$ cat config.mk
export PLATFORM = sky130hd
export DESIGN_NAME = serial_sub
export DESIGN_NICKNAME = d
export VERILOG_FILES = /design/src/rtl/serial_sub.sv
export SDC_FILE = /design/constraint.sdc
export NUM_CORES = 1
export LEC_CHECK = 0
export CORE_ASPECT_RATIO = 1.1
export CORE_MARGIN = 3
export CORE_UTILIZATION = 42
export DETAILED_ROUTE_END_ITERATION = 8
export GPL_TIMING_DRIVEN = 0
export PLACE_DENSITY = 0.67
export SLEW_MARGIN = 25
export SYNTH_ARGS = -nofsm -noshare
export SYNTH_HDL_FRONTEND = slang
export SYNTH_SLANG_ARGS = --single-unit
export TNS_END_PERCENT = 1
$ cat constraint.sdc
create_clock -name clk -period 1.71 [get_ports clk]
set_input_delay 0.342 -clock clk [delete_from_list [all_inputs] [get_ports clk]]
set_output_delay 0.342 -clock clk [all_outputs]
set_load 0.05 [all_outputs]
$ cat src/rtl/serial_sub.sv
// serial_sub: bit-serial subtractor, d = x - y - b_in, one bit per clock, LSB first.
// A single full-subtractor cell and a registered borrow process the operands.
// Operands are captured with a start/busy/done handshake.
//
// Ports:
//   clk    - system clock, rising edge
//   rst_n  - asynchronous active-low reset
//   start  - request, sampled only when busy=0 (IDLE or DONE state)
//   x, y   - minuend / subtrahend, captured on the accepting edge
//   b_in   - borrow-in, captured on the accepting edge
//   busy   - high while bits are being shifted
//   done   - one-cycle pulse, d/b_out/ovf hold a fresh result
//   d      - difference mod 2^WIDTH
//   b_out  - unsigned borrow-out (x < y + b_in)
//   ovf    - two's-complement overflow of the subtraction
module serial_sub #(
  parameter int WIDTH = 4,
  parameter int CNT_W = 6
) (
  input  logic             clk,
  input  logic             rst_n,
  input  logic             start,
  input  logic [WIDTH-1:0] x,
  input  logic [WIDTH-1:0] y,
  input  logic             b_in,
  output logic             busy,
  output logic             done,
  output logic [WIDTH-1:0] d,
  output logic             b_out,
  output logic             ovf
);

  typedef enum logic [1:0] {IDLE, SHIFT, DONE} state_t;

  state_t           state_reg;
  logic [WIDTH-1:0] x_sh_reg;
  logic [WIDTH-1:0] y_sh_reg;
  logic             x_msb_reg;
  logic             y_msb_reg;
  logic             b_reg;
  logic [CNT_W-1:0] cnt_reg;
  // Bits already produced; the newest bit enters at the top, so after the
  // last shift {d_i, acc_reg} is the LSB-aligned result.
  logic [WIDTH-2:0] acc_reg;
  logic [WIDTH-1:0] d_reg;
  logic             b_out_reg;
  logic             ovf_reg;
  logic             busy_reg;
  logic             done_reg;

  // Full-subtractor cell on the current bit (operands are shifted right,
  // so bit 0 of each shift register is bit i of the captured operand).
  logic             xi;
  logic             yi;
  logic             di;
  logic             b_next;
  logic [WIDTH-1:0] acc_next;
  logic             last_bit;
  logic             accept;

  assign xi       = x_sh_reg[0];
  assign yi       = y_sh_reg[0];
  assign di       = xi ^ yi ^ b_reg;
  assign b_next   = (~xi & yi) | (~(xi ^ yi) & b_reg);
  assign acc_next = {di, acc_reg};
  assign last_bit = (cnt_reg == CNT_W'(WIDTH - 1));
  assign accept   = start && (state_reg != SHIFT);

  always_ff @(posedge clk or negedge rst_n) begin
    if (!rst_n) begin
      state_reg <= IDLE;
      x_sh_reg  <= '0;
      y_sh_reg  <= '0;
      x_msb_reg <= 1'b0;
      y_msb_reg <= 1'b0;
      b_reg     <= 1'b0;
      cnt_reg   <= '0;
      acc_reg   <= '0;
      d_reg     <= '0;
      b_out_reg <= 1'b0;
      ovf_reg   <= 1'b0;
      busy_reg  <= 1'b0;
      done_reg  <= 1'b0;
    end else begin
      case (state_reg)
        IDLE, DONE: begin
          done_reg <= 1'b0;
          if (accept) begin
            // The MSBs are kept aside because the shift registers lose
            // them before the overflow decision is made.
            x_sh_reg  <= x;
            y_sh_reg  <= y;
            x_msb_reg <= x[WIDTH-1];
            y_msb_reg <= y[WIDTH-1];
            b_reg     <= b_in;
            cnt_reg   <= '0;
            acc_reg   <= '0;
            busy_reg  <= 1'b1;
            state_reg <= SHIFT;
          end else begin
            busy_reg  <= 1'b0;
            state_reg <= IDLE;
          end
        end

        SHIFT: begin
          x_sh_reg <= {1'b0, x_sh_reg[WIDTH-1:1]};
          y_sh_reg <= {1'b0, y_sh_reg[WIDTH-1:1]};
          acc_reg  <= acc_next[WIDTH-1:1];
          b_reg    <= b_next;
          cnt_reg  <= cnt_reg + 1'b1;
          if (last_bit) begin
            // Outputs only update here, so they hold through the next SHIFT.
            d_reg     <= acc_next;
            b_out_reg <= b_next;
            ovf_reg   <= (x_msb_reg != y_msb_reg) && (di != x_msb_reg);
            busy_reg  <= 1'b0;
            done_reg  <= 1'b1;
            state_reg <= DONE;
          end
        end

        default: begin
          busy_reg  <= 1'b0;
          done_reg  <= 1'b0;
          state_reg <= IDLE;
        end
      endcase
    end
  end

  assign busy  = busy_reg;
  assign done  = done_reg;
  assign d     = d_reg;
  assign b_out = b_out_reg;
  assign ovf   = ovf_reg;

endmodule

==> run summary, run 1 <==
Detail Route Antenna Nets: 0
Rel. slew slack: 0.561
Total Power: 3.29 mW
Die extent in x: 59.0 um
Clock root cell: clkbuf_4
Fin crit period: 1790 ps
Vias per cell: 5.28
Final instance area: 1670 um2
Critical path's largest stage delay: 480 ps
Critical path class: register to register
Antenna Cells: 0
Total Nets Final: 156
Layout cells sized above 1: 0.203
Placer Congestion: 0.759
Status: finished with violations
# clock sinks: 30
Net Count, Synth: 123
PD cells: 1970 nW/um2
Crit path launch type: register
Critical path arrival: 2020 ps
Sequential power share: 0.380
DP HPWL: 1730 um
Worst Tran Pin Value: 658 ps
Final hold violations: 0
Net switching power: 1.35 mW
Highest routed layer: met4
CP cell instances: ha_4 > or4b_4 > nor3_4 > buf_12 > mux2_2
Clk_lat worst skew: 330 ps
Delay-heaviest family, CP: simple AND/OR/NAND/NOR gates
RSZ-0062 raised after global routing: yes
Initial DRC count: 23
Yosys warns: 0
Seq cells post-synth: 30
Detailed-route via count: 930
Hold Crit Class: input port to async pin
Total track usage: 0.163
Core area: 2850 um2
TritonCTS clock tree: built
Number of CTS-inserted buffers: 5
Largest net degree at the start of global routing: 31
Count of input and output buffers: 19
Routed wl met3: 162 um
Clk pin slew, worst setup/hold paths: 100 ps
Endpoints failing setup: 6
Core Rows: 20
Skew final: 14.1 ps
Seq/Total Area, Yosys: 0.577
Worst vdd ir: 1.08 mV
Clock power share: 0.133
Power Internal: 1.94 mW
Worst endpoint required time: 1940 ps
CP max FO: 6
Switching Fraction: 0.411
Die area: 3800 um2
Post-Syn Area: 1300 um2
Hold_ws: 29.5 ps
DR WL met2: 1240 um
IO Count: 20
Post-Route M1 WL: 1180 um
Drt drc: 0
Synth Instances: 109
Max-slew violation count: 0
Max reg flops: 6
Remaining Overflow, GRT: 0
Max Cap Violations: 0
# H-tree levels: 2
Static leakage: 0.805 nW
Die span in y: 64.4 um
Unique cell type count in the Yosys netlist: 29
First-pass GRT wire length: 4590 um
Placed Area: 1530 um2
Antenna violations before repair: 0
Period utilization: 1.05
Pre-antenna DRT Iters: 4
Clock Path Buffers: 2
P&R area growth vs syn: 28.5%
Post-CTS Hold Fix Bufs: 0
Final WL: 2630 um
Initial core utilization: 0.456
Crit end category: register
CP max stage cell: or4b_4
Routed len/inst: 14.9 um
Comb pwr share: 0.488
F_max: 557 MHz
Setup ws final: -84.5 ps
WP buf/inv: 1
Vias in the first global route: 961
Syn Area/Cell: 11.9 um2
Failing checks: setup timing
stage by stage:
stage	setup TNS, ps	worst slack, ps	instances	util
6_report	-372	-84.5	176	0.586
5_1_grt	-800	-148	176	0.586
4_1_cts	-647	-135	173	0.572
3_5_place_dp	-3880	-341	161	0.535
3_3_place_gp	-9300	-260	161	0.537
2_1_floorplan	-395	-78.9	109	-
worst paths after layout:
| path | start | to | slack [ps] | cells past startpoint |
|---|---|---|---|---|
| setup / recovery | cnt_reg[0] | ovf | -80 | 5 |
| hold / removal | rst_n | y_sh_reg[1] | 30 | 1 |
| setup reg to reg | cnt_reg[0] | ovf | -80 | 5 |
| hold reg to reg | done | done | 500 | 1 |
| max in group asynchronous | rst_n | cnt_reg[2] | 1210 | 1 |
| min in group clk | done | done | 500 | 1 |
synthesized netlist by cell type:
cell | instances | share of area
dfrtp_1 | 30 | 0.58
nand2_1 | 16 | 0.046
a22o_1 | 7 | 0.047
mux2_2 | 6 | 0.052
nand3_1 | 6 | 0.023
a22oi_1 | 5 | 0.029
mux2i_1 | 4 | 0.031
nor2_1 | 4 | 0.012
inv_1 | 3 | 0.0087
a221o_1 | 2 | 0.015
clkbuf_1 | 2 | 0.0058
nand2b_1 | 2 | 0.0096
nand4_1 | 2 | 0.0096
nor2b_1 | 2 | 0.0096
nor3_1 | 2 | 0.0077
o21ai_0 | 2 | 0.0077
xnor2_1 | 2 | 0.013
and3_2 | 1 | 0.0058
and4bb_2 | 1 | 0.0096
buf_1 | 1 | 0.0029
buf_2 | 1 | 0.0038
buf_6 | 1 | 0.0087
fa_1 | 1 | 0.015
ha_1 | 1 | 0.0096
nor3_4 | 1 | 0.013
o21a_1 | 1 | 0.0058
o22ai_1 | 1 | 0.0048
or2b_1 | 1 | 0.0058
or4b_4 | 1 | 0.011
per-layer routing:
layer | track usage | vias up
met5 | 0 | -
met4 | 0.0680 | 0
met3 | 0.0444 | 5
met2 | 0.239 | 22
met1 | 0.223 | 451
li1 | - | 452
layout by cell type, fill, tap and decap left out, types with 3 or more instances in the layout:
| master | synthesis | layout |
|---|---|---|
| dfrtp_1 | 30 | 29 |
| nand2_1 | 16 | 16 |
| clkdlybuf4s50_1 | 0 | 10 |
| dlygate4sd2_1 | 0 | 8 |
| a22o_1 | 7 | 7 |
| nand3_1 | 6 | 6 |
| buf_4 | 0 | 6 |
| a22oi_1 | 5 | 5 |
| clkbuf_4 | 0 | 5 |
| nor2_1 | 4 | 4 |
| mux2_4 | 0 | 4 |
| mux2i_1 | 4 | 4 |
| inv_1 | 3 | 3 |
| clkbuf_1 | 2 | 3 |
repair_timing:
action | in CTS | in global routing
setup endpoints to repair | 14 | 6
gates resized for setup | 10 | 5
buffers inserted | 4 | 3
pin swaps | 2 | 2
cell families after synthesis:
logic type / share of synthesized area
adder cells (fa/ha/maj): 0.0250
XOR/XNOR: 0.0135
flip-flops: 0.577
multiplexers: 0.0828
buffers and inverters: 0.0298
AO/OA/AOI/OAI: 0.110
AND/OR/NAND/NOR: 0.162
power by group through the flow:
stage               clock, mW  combinational [mW]  sequential [mW]
floorplan                   0               0.819             1.49
global placement            0                1.45             1.24
detailed placement          0                1.49             1.26
CTS                     0.451                1.54             1.24
global route            0.487                1.77             1.30
finish                  0.437                1.60             1.25
area by class of cell:
cell class | instances | area [um2]
Tap cell | 33 | 41.3
Multi-Input combinational cell | 71 | 538
Inverter | 3 | 11.3
Clock buffer | 7 | 55.1
Sequential cell | 30 | 752
Buffer | 5 | 27.5
Timing Repair Buffer | 26 | 240
Fill cell | 246 | 1180
Clock inverter | 1 | 5.00
Power figures use the tool's default switching activity.
==> run 2, diff against run 1 <==
--- a/config.mk
+++ b/config.mk
@@ -9,9 +9,8 @@
 export CORE_MARGIN = 3
 export CORE_UTILIZATION = 42
 export DETAILED_ROUTE_END_ITERATION = 8
-export GPL_TIMING_DRIVEN = 0
 export PLACE_DENSITY = 0.67
-export SLEW_MARGIN = 25
+export SLEW_MARGIN = 20
 export SYNTH_ARGS = -nofsm -noshare
 export SYNTH_HDL_FRONTEND = slang
 export SYNTH_SLANG_ARGS = --single-unit
==> run 2 against run 1 <==
The flow still finishes with violations (setup timing). Total power is 1.9% higher. Clock power increased by 4%. Final cell count grew 1.7%. Flip-flop and latch count did not move. Sequential power decreased by 3%. Critical path depth is the same. Core utilization grew 0.61 points. Global-route usage rose by 1.2 points. Maximum frequency up 2.9%. Non-clock buffer count increased by 3. Wire length is 4.3% higher. Highest routed layer unchanged.
==> run summary, run 2 (synthesized netlist as in run 1, its figures left out) <==
Status: finished with violations
Failing checks: setup timing
Most common cell after layout, fill and taps aside: dfrtp_1
Pre-CTS WS: -108 ps (+233 ps)
Final WL: 2740 um (+4.3%)
# fillers: 267 (+8.5%)
F_max: 573 MHz (+2.9%)
Setup ws final: -34.0 ps (+50.5 ps)
TritonCTS clock tree: built
Antenna Cells: 0 (unchanged)
Delay-heaviest family, CP: simple AND/OR/NAND/NOR gates
Layer with the highest usage: met2
Crit end category: register
Worst endpoint required time: 1940 ps (about the same)
Antenna violations before repair: 0 (unchanged)
Total track usage: 0.175 (+0.0120)
Layout cells sized above 1: 0.288 (+0.0849)
CP max FO: 3 (-3)
Clk_lat worst skew: 330 ps (about the same)
Max Cap Violations: 0 (unchanged)
Detailed-route via count: 962 (+3.4%)
Total Nets Final: 159 (+1.9%)
Critical path class: register to register
Vias in the first global route: 996 (+3.6%)
WP buf/inv: 1 (unchanged)
# clock sinks: 30 (unchanged)
Total Power: 3.35 mW (+1.9%)
IO Count: 20 (unchanged)
Die area: 3800 um2 (unchanged)
Worst vdd ir: 1.37 mV (+27%)
Placed Area: 1570 um2 (+2.6%)
Setup TNS: -148 ps (+223 ps)
Inst Count DP: 167 (+3.7%)
Clock Path Buffers: 2 (unchanged)
P&R area growth vs syn: 29.8%
Non-filler cells, final: 179 (+1.7%)
Remaining Overflow, GRT: 0 (unchanged)
Worst Tran Pin Value: 600 ps (-58.0 ps)
Post-CTS Hold Fix Bufs: 0 (unchanged)
Period utilization: 1.02 (-0.0295)
Hold Crit Class: input port to async pin
Max-slew violation count: 0 (unchanged)
Vias per cell: 5.37 (+1.7%)
Critical path arrival: 1970 ps (-50 ps)
Core Rows: 20 (unchanged)
GR Util met3: 0.0424 (-0.00202)
Placer Congestion: 0.794 (+4.7%)
Initial DRC count: 41 (+78%)
Die span in y: 64.4 um (unchanged)
Endpoints failing setup: 5 (-1)
RSZ-0062 raised after global routing: yes
Number of CTS-inserted buffers: 5 (unchanged)
Met1 Use GR: 0.241 (+0.0179)
Die extent in x: 59.0 um (unchanged)
Commonest cells after routing, fill and taps aside: dfrtp_1, buf_4, nand2_1, clkdlybuf4s50_1, a22o_1
Static leakage: 0.819 nW (+1.7%)
Clock root cell: clkbuf_4
Final hold violations: 0 (unchanged)
# H-tree levels: 2 (unchanged)
Drt drc: 0 (unchanged)
Detail Route Antenna Nets: 0 (unchanged)
First-pass GRT wire length: 4860 um (+6.0%)
CP cell instances: ha_2 > or4b_4 > nor3_4 > buf_6 > mux2_4
Initial core utilization: 0.456 (unchanged)
Routed len/inst: 15.3 um (+2.6%)
Fin crit period: 1740 ps (-50.5 ps)
DP HPWL: 1820 um (+5.2%)
Skew final: 7.20 ps (-6.93 ps)
Critical path's largest stage delay: 480 ps (about the same)
Largest net degree at the start of global routing: 31 (unchanged)
CP max stage cell: or4b_4
Pre-antenna DRT Iters: 4 (unchanged)
Final instance area: 1690 um2 (+1.0%)
Max reg flops: 6 (unchanged)
Crit path launch type: register
Core area: 2850 um2 (unchanged)
Clk pin slew, worst setup/hold paths: 100 ps (about the same)
Met2 GRT Util: 0.253 (+0.0138)
Rel. slew slack: 0.599 (+0.0372)
PD cells: 1990 nW/um2 (+0.82%)
Count of input and output buffers: 19 (unchanged)
[run 2: timing repair]
| item | in CTS | in global routing |
|---|---|---|
| pin swaps | 2 | 2 |
| gates cloned | 0 | 0 |
| gates resized for setup | 8 | 1 |
| setup buffers | 3 | 1 |
| endpoints found under the setup margin | 5 | 6 |
[run 2: cell type report]
| cell class | instances | area [um2] | area share |
|---|---|---|---|
| flip-flops and latches | 30 | 751 | 0.445 |
| clock buffers | 7 | 55.1 | 0.0326 |
| inverters | 3 | 11.3 | 0.00667 |
| clock inverters | 1 | 5.00 | 0.00297 |
| well taps | 33 | 41.3 | 0.0245 |
| repair buffers | 34 | 290 | 0.172 |
| multi-input cells | 71 | 534 | 0.317 |
[run 2: where the power goes]
group          internal, mW  leakage, nW  switching (mW)  total, mW
Combinational         0.766        0.402           0.924       1.69
Sequential             1.02        0.382           0.190       1.21
Clock                 0.199       0.0353           0.254      0.453
Total                  1.99        0.819            1.37       3.35
[run 2: path summary, 6_finish.rpt]
| kind | endpoint | depth (start not counted) | start | slack [ps] |
|---|---|---|---|---|
| worst max-delay path | ovf | 5 | cnt_reg[0] | -30 |
| worst min-delay path | cnt_reg[4] | 2 | rst_n | 380 |
| worst max register to register | ovf | 5 | cnt_reg[0] | -30 |
| worst min register to register | y_msb_reg | 2 | y_msb_reg | 510 |
| max in group asynchronous | state_reg[0] | 2 | rst_n | 1040 |
| min in group clk | y_msb_reg | 2 | y_msb_reg | 510 |
[run 2: worst reg2reg max path: stages (launching register included)]
cell     delay [ps]
dfrtp_1         370
ha_2            190
or4b_4          480
nor3_4          170
buf_6           140
mux2_4          300
[run 2: routing by layer]
metal	routed length [um]	vias to the layer above
met5	0	-
met4	61	0
met3	142	8
met2	1260	23
met1	1270	466
li1	-	465
[run 2: per-stage QoR]
step / hold slack, ps / util
2_1_floorplan: 46.4 / -
3_3_place_gp: 483 / 0.549
4_1_cts: 387 / 0.588
3_5_place_dp: 487 / 0.549
5_1_grt: 411 / 0.592
6_report: 384 / 0.592
==> run 3, diff against run 2 <==
--- a/config.mk
+++ b/config.mk
@@ -5,6 +5,7 @@
 export SDC_FILE = /design/constraint.sdc
 export NUM_CORES = 1
 export LEC_CHECK = 0
+export ABC_AREA = 1
 export CORE_ASPECT_RATIO = 1.1
 export CORE_MARGIN = 3
 export CORE_UTILIZATION = 42
==> run 3 against run 2 <==
The flow now finishes without violations. Non-clock buffer count decreased by 13. Wire length shrank 6.1%. Sequential share of layout area rose by 2.4 points. Largest power group unchanged.
==> run summary, run 3 <==
Setup TNS: 0 ps (+148 ps)
Final WL: 2570 um (-6.1%)
# clock sinks: 30 (unchanged)
Clk pin slew, worst setup/hold paths: 90 ps (about the same)
EDFF count, synth: 0 (unchanged)
Top post-synthesis cells by area: dfrtp_1, nand2_1, nand3_1, inv_1, o21ai_1
Power Internal: 1.70 mW (-14%)
Comb pwr share: 0.480 (-0.024)
Yosys warns: 0 (unchanged)
Clock root cell: clkbuf_4
First-pass GRT wire length: 4490 um (-7.7%)
Die area: 3920 um2 (+3.1%)
Setup ws final: 279 ps (+313 ps)
Syn Area/Cell: 8.57 um2 (-28%)
Count of input and output buffers: 19 (unchanged)
PD cells: 1960 nW/um2 (-1.2%)
Most common cell after layout, fill and taps aside: nand2_1
CP max stage cell: fa_1
Seq cells post-synth: 30 (unchanged)
Synth Instances: 157 (+44%)
Routed len/inst: 12.0 um (-22%)
Post-CTS Hold Fix Bufs: 0 (unchanged)
Layout cells sized above 1: 0.143 (-0.145)
Die extent in x: 60.0 um (+1.5%)
Remaining Overflow, GRT: 0 (unchanged)
Crit end category: register
Core Rows: 20 (unchanged)
Worst vdd ir: 1.16 mV (-15%)
Vias in the first global route: 1035 (+3.9%)
Seq/Total Area, Yosys: 0.558 (-0.0193)
Setup Fix Bufs, Post-CTS: 0 (-3)
Max Cap Violations: 0 (unchanged)
DP HPWL: 1830 um (+0.51%)
Post-cts resize count: 0 (-8)
Detailed-route via count: 1061 (+10%)
RR Endpoint: ovf
Fraction of registers with async set/reset: 1.00 (unchanged)
Critical path's largest stage delay: 610 ps (+130 ps)
CP Capture Point: ovf
Top cells by instance count after synthesis: nand2_1, dfrtp_1, inv_1, nand3_1, o21ai_1
Die span in y: 65.4 um (+1.6%)
CP max FO: 3 (unchanged)
Most common cell in the netlist: nand2_1
Max reg flops: 6 (unchanged)
Share of the synthesized area in the top cell type: 0.558 (-0.0193)
F_max: 699 MHz (+22%)
Initial core utilization: 0.463 (+0.00766)
Clock Path Buffers: 2 (unchanged)
CP cell instances: fa_1 > inv_1 > nand3_1 > nand2_1 > nand3_1 > nand2_1
FF-to-FF Start: x_sh_reg[0]
Worst endpoint required time: 1940 ps (about the same)
Total Nets Final: 195 (+23%)
Net Count, Synth: 171 (+39%)
Unique cell type count in the Yosys netlist: 21 (-28%)
RSZ-0062 raised after global routing: no
Non-filler cells, final: 215 (+20%)
Largest net degree at the start of global routing: 31 (unchanged)
R2R cell count: 6 (+1)
Critical path class: register to register
IO Count: 20 (unchanged)
Final hold violations: 0 (unchanged)
Rel. slew slack: 0.752 (+0.154)
Antenna Cells: 0 (unchanged)
Skew final: 3.21 ps (-3.99 ps)
Max-slew violation count: 0 (unchanged)
Period utilization: 0.837 (-0.183)
Placed Area: 1540 um2 (-1.5%)
Crit path launch type: register
Static leakage: 0.829 nW (+1.2%)
Net switching power: 1.45 mW (+5.7%)
Status: complete, no violations
Synth Flop Type: dfrtp_1
Placer Congestion: 0.703 (-11%)
Core area: 2900 um2 (+1.8%)
Endpoints failing setup: 0 (-5)
Synth area leader: dfrtp_1
Fin crit period: 1430 ps (-313 ps)
TritonCTS clock tree: built
Pre-CTS WS: 205 ps (+314 ps)
Inst Count DP: 207 (+24%)
Critical path arrival: 1660 ps (-310 ps)
Detail Route Antenna Nets: 0 (unchanged)
Reg2Reg Setup Slack: 280 ps (+310 ps)
Commonest cells after routing, fill and taps aside: nand2_1, dfrtp_1, inv_1, nand3_1, clkdlybuf4s50_1
Number of CTS-inserted buffers: 5 (unchanged)
Worst Tran Pin Value: 371 ps (-229 ps)
Clock power share: 0.139 (+0.004)
Crit. Startpoint: x_sh_reg[0]
Initial DRC count: 31 (-24%)
Drt drc: 0 (unchanged)
Antenna violations before repair: 0 (unchanged)
Hold Crit Class: input port to async pin
Total track usage: 0.157 (-0.0175)
Final instance area: 1600 um2 (-5.0%)
Sequential power share: 0.381 (+0.020)
Pre-antenna DRT Iters: 6 (+2)
Clk_lat worst skew: 330 ps (about the same)
Post-Syn Area: 1350 um2 (+3.5%)
Vias per cell: 4.93 (-8.2%)
P&R area growth vs syn: 19.2%
Switching Fraction: 0.460 (+0.0517)
# H-tree levels: 2 (unchanged)
-- run 3: cell types whose count changed after synthesis, sizes merged, moves of 3 or more --
cell / previous run / this run
nand3: 6 / 17
a22oi: 5 / 0
nor3: 3 / 0
mux2i: 4 / 0
mux2: 6 / 0
a22o: 7 / 0
nor2: 4 / 7
o21ai: 2 / 9
inv: 3 / 20
nand2: 16 / 62
-- run 3: cell type report --
class	instances	area, um2
repair buffers	21	185
clock inverters	1	5.00
multi-input cells	103	490
inverters	20	75.1
fillers	285	1300
clock buffers	7	55.1
well taps	33	41.3
flip-flops and latches	30	751
-- run 3: critical path, delay by kind of cell, from the launching register on --
family / cells / cell delay, ps
and+or+nand+nor: 4 / 230
DFF: 1 / 420
buffers and inverters: 1 / 70
adders and majority gates: 1 / 610
-- run 3: metrics by stage --
stage	hold slack, ps	power [mW]	util
floorplan	46.4	2.35	-
global placement	459	2.70	0.531
detailed placement	460	2.73	0.531
CTS	383	3.19	0.552
global route	397	3.43	0.552
finish	383	3.15	0.552
-- run 3: power by group through the flow --
stage | Sequential [mW] | Combinational (mW) | Clock, mW
after floorplan | 1.48 | 0.878 | 0
after global placement | 1.20 | 1.49 | 0
after detailed placement | 1.21 | 1.52 | 0
after CTS | 1.20 | 1.53 | 0.458
after global routing | 1.24 | 1.70 | 0.486
final | 1.20 | 1.51 | 0.436
-- run 3: kinds of logic after synthesis --
| kind of cell | after synthesis | synth area share |
|---|---|---|
| buffers and inverters | 24 | 0.0772 |
| AOI/OAI and AO/OA | 14 | 0.0577 |
| DFF | 30 | 0.558 |
| adders and majority gates | 2 | 0.0242 |
| and+or+nand+nor | 87 | 0.283 |
-- run 3: worst min-delay path by stage --
| stage | end |
|---|---|
| after floorplan | acc_reg[0] |
| after global placement | y_sh_reg[3] |
| after detailed placement | d[2] |
| after CTS | cnt_reg[1] |
| after global routing | cnt_reg[1] |
| final | cnt_reg[5] |
-- run 3: layer usage --
layer | up-vias | global-route usage | wire, um
met5 | - | 0 | 0
met3 | 4 | 0.0530 | 170
met1 | 490 | 0.187 | 1130
met2 | 26 | 0.246 | 1240
li1 | 541 | - | -
met4 | 0 | 0.0831 | 31
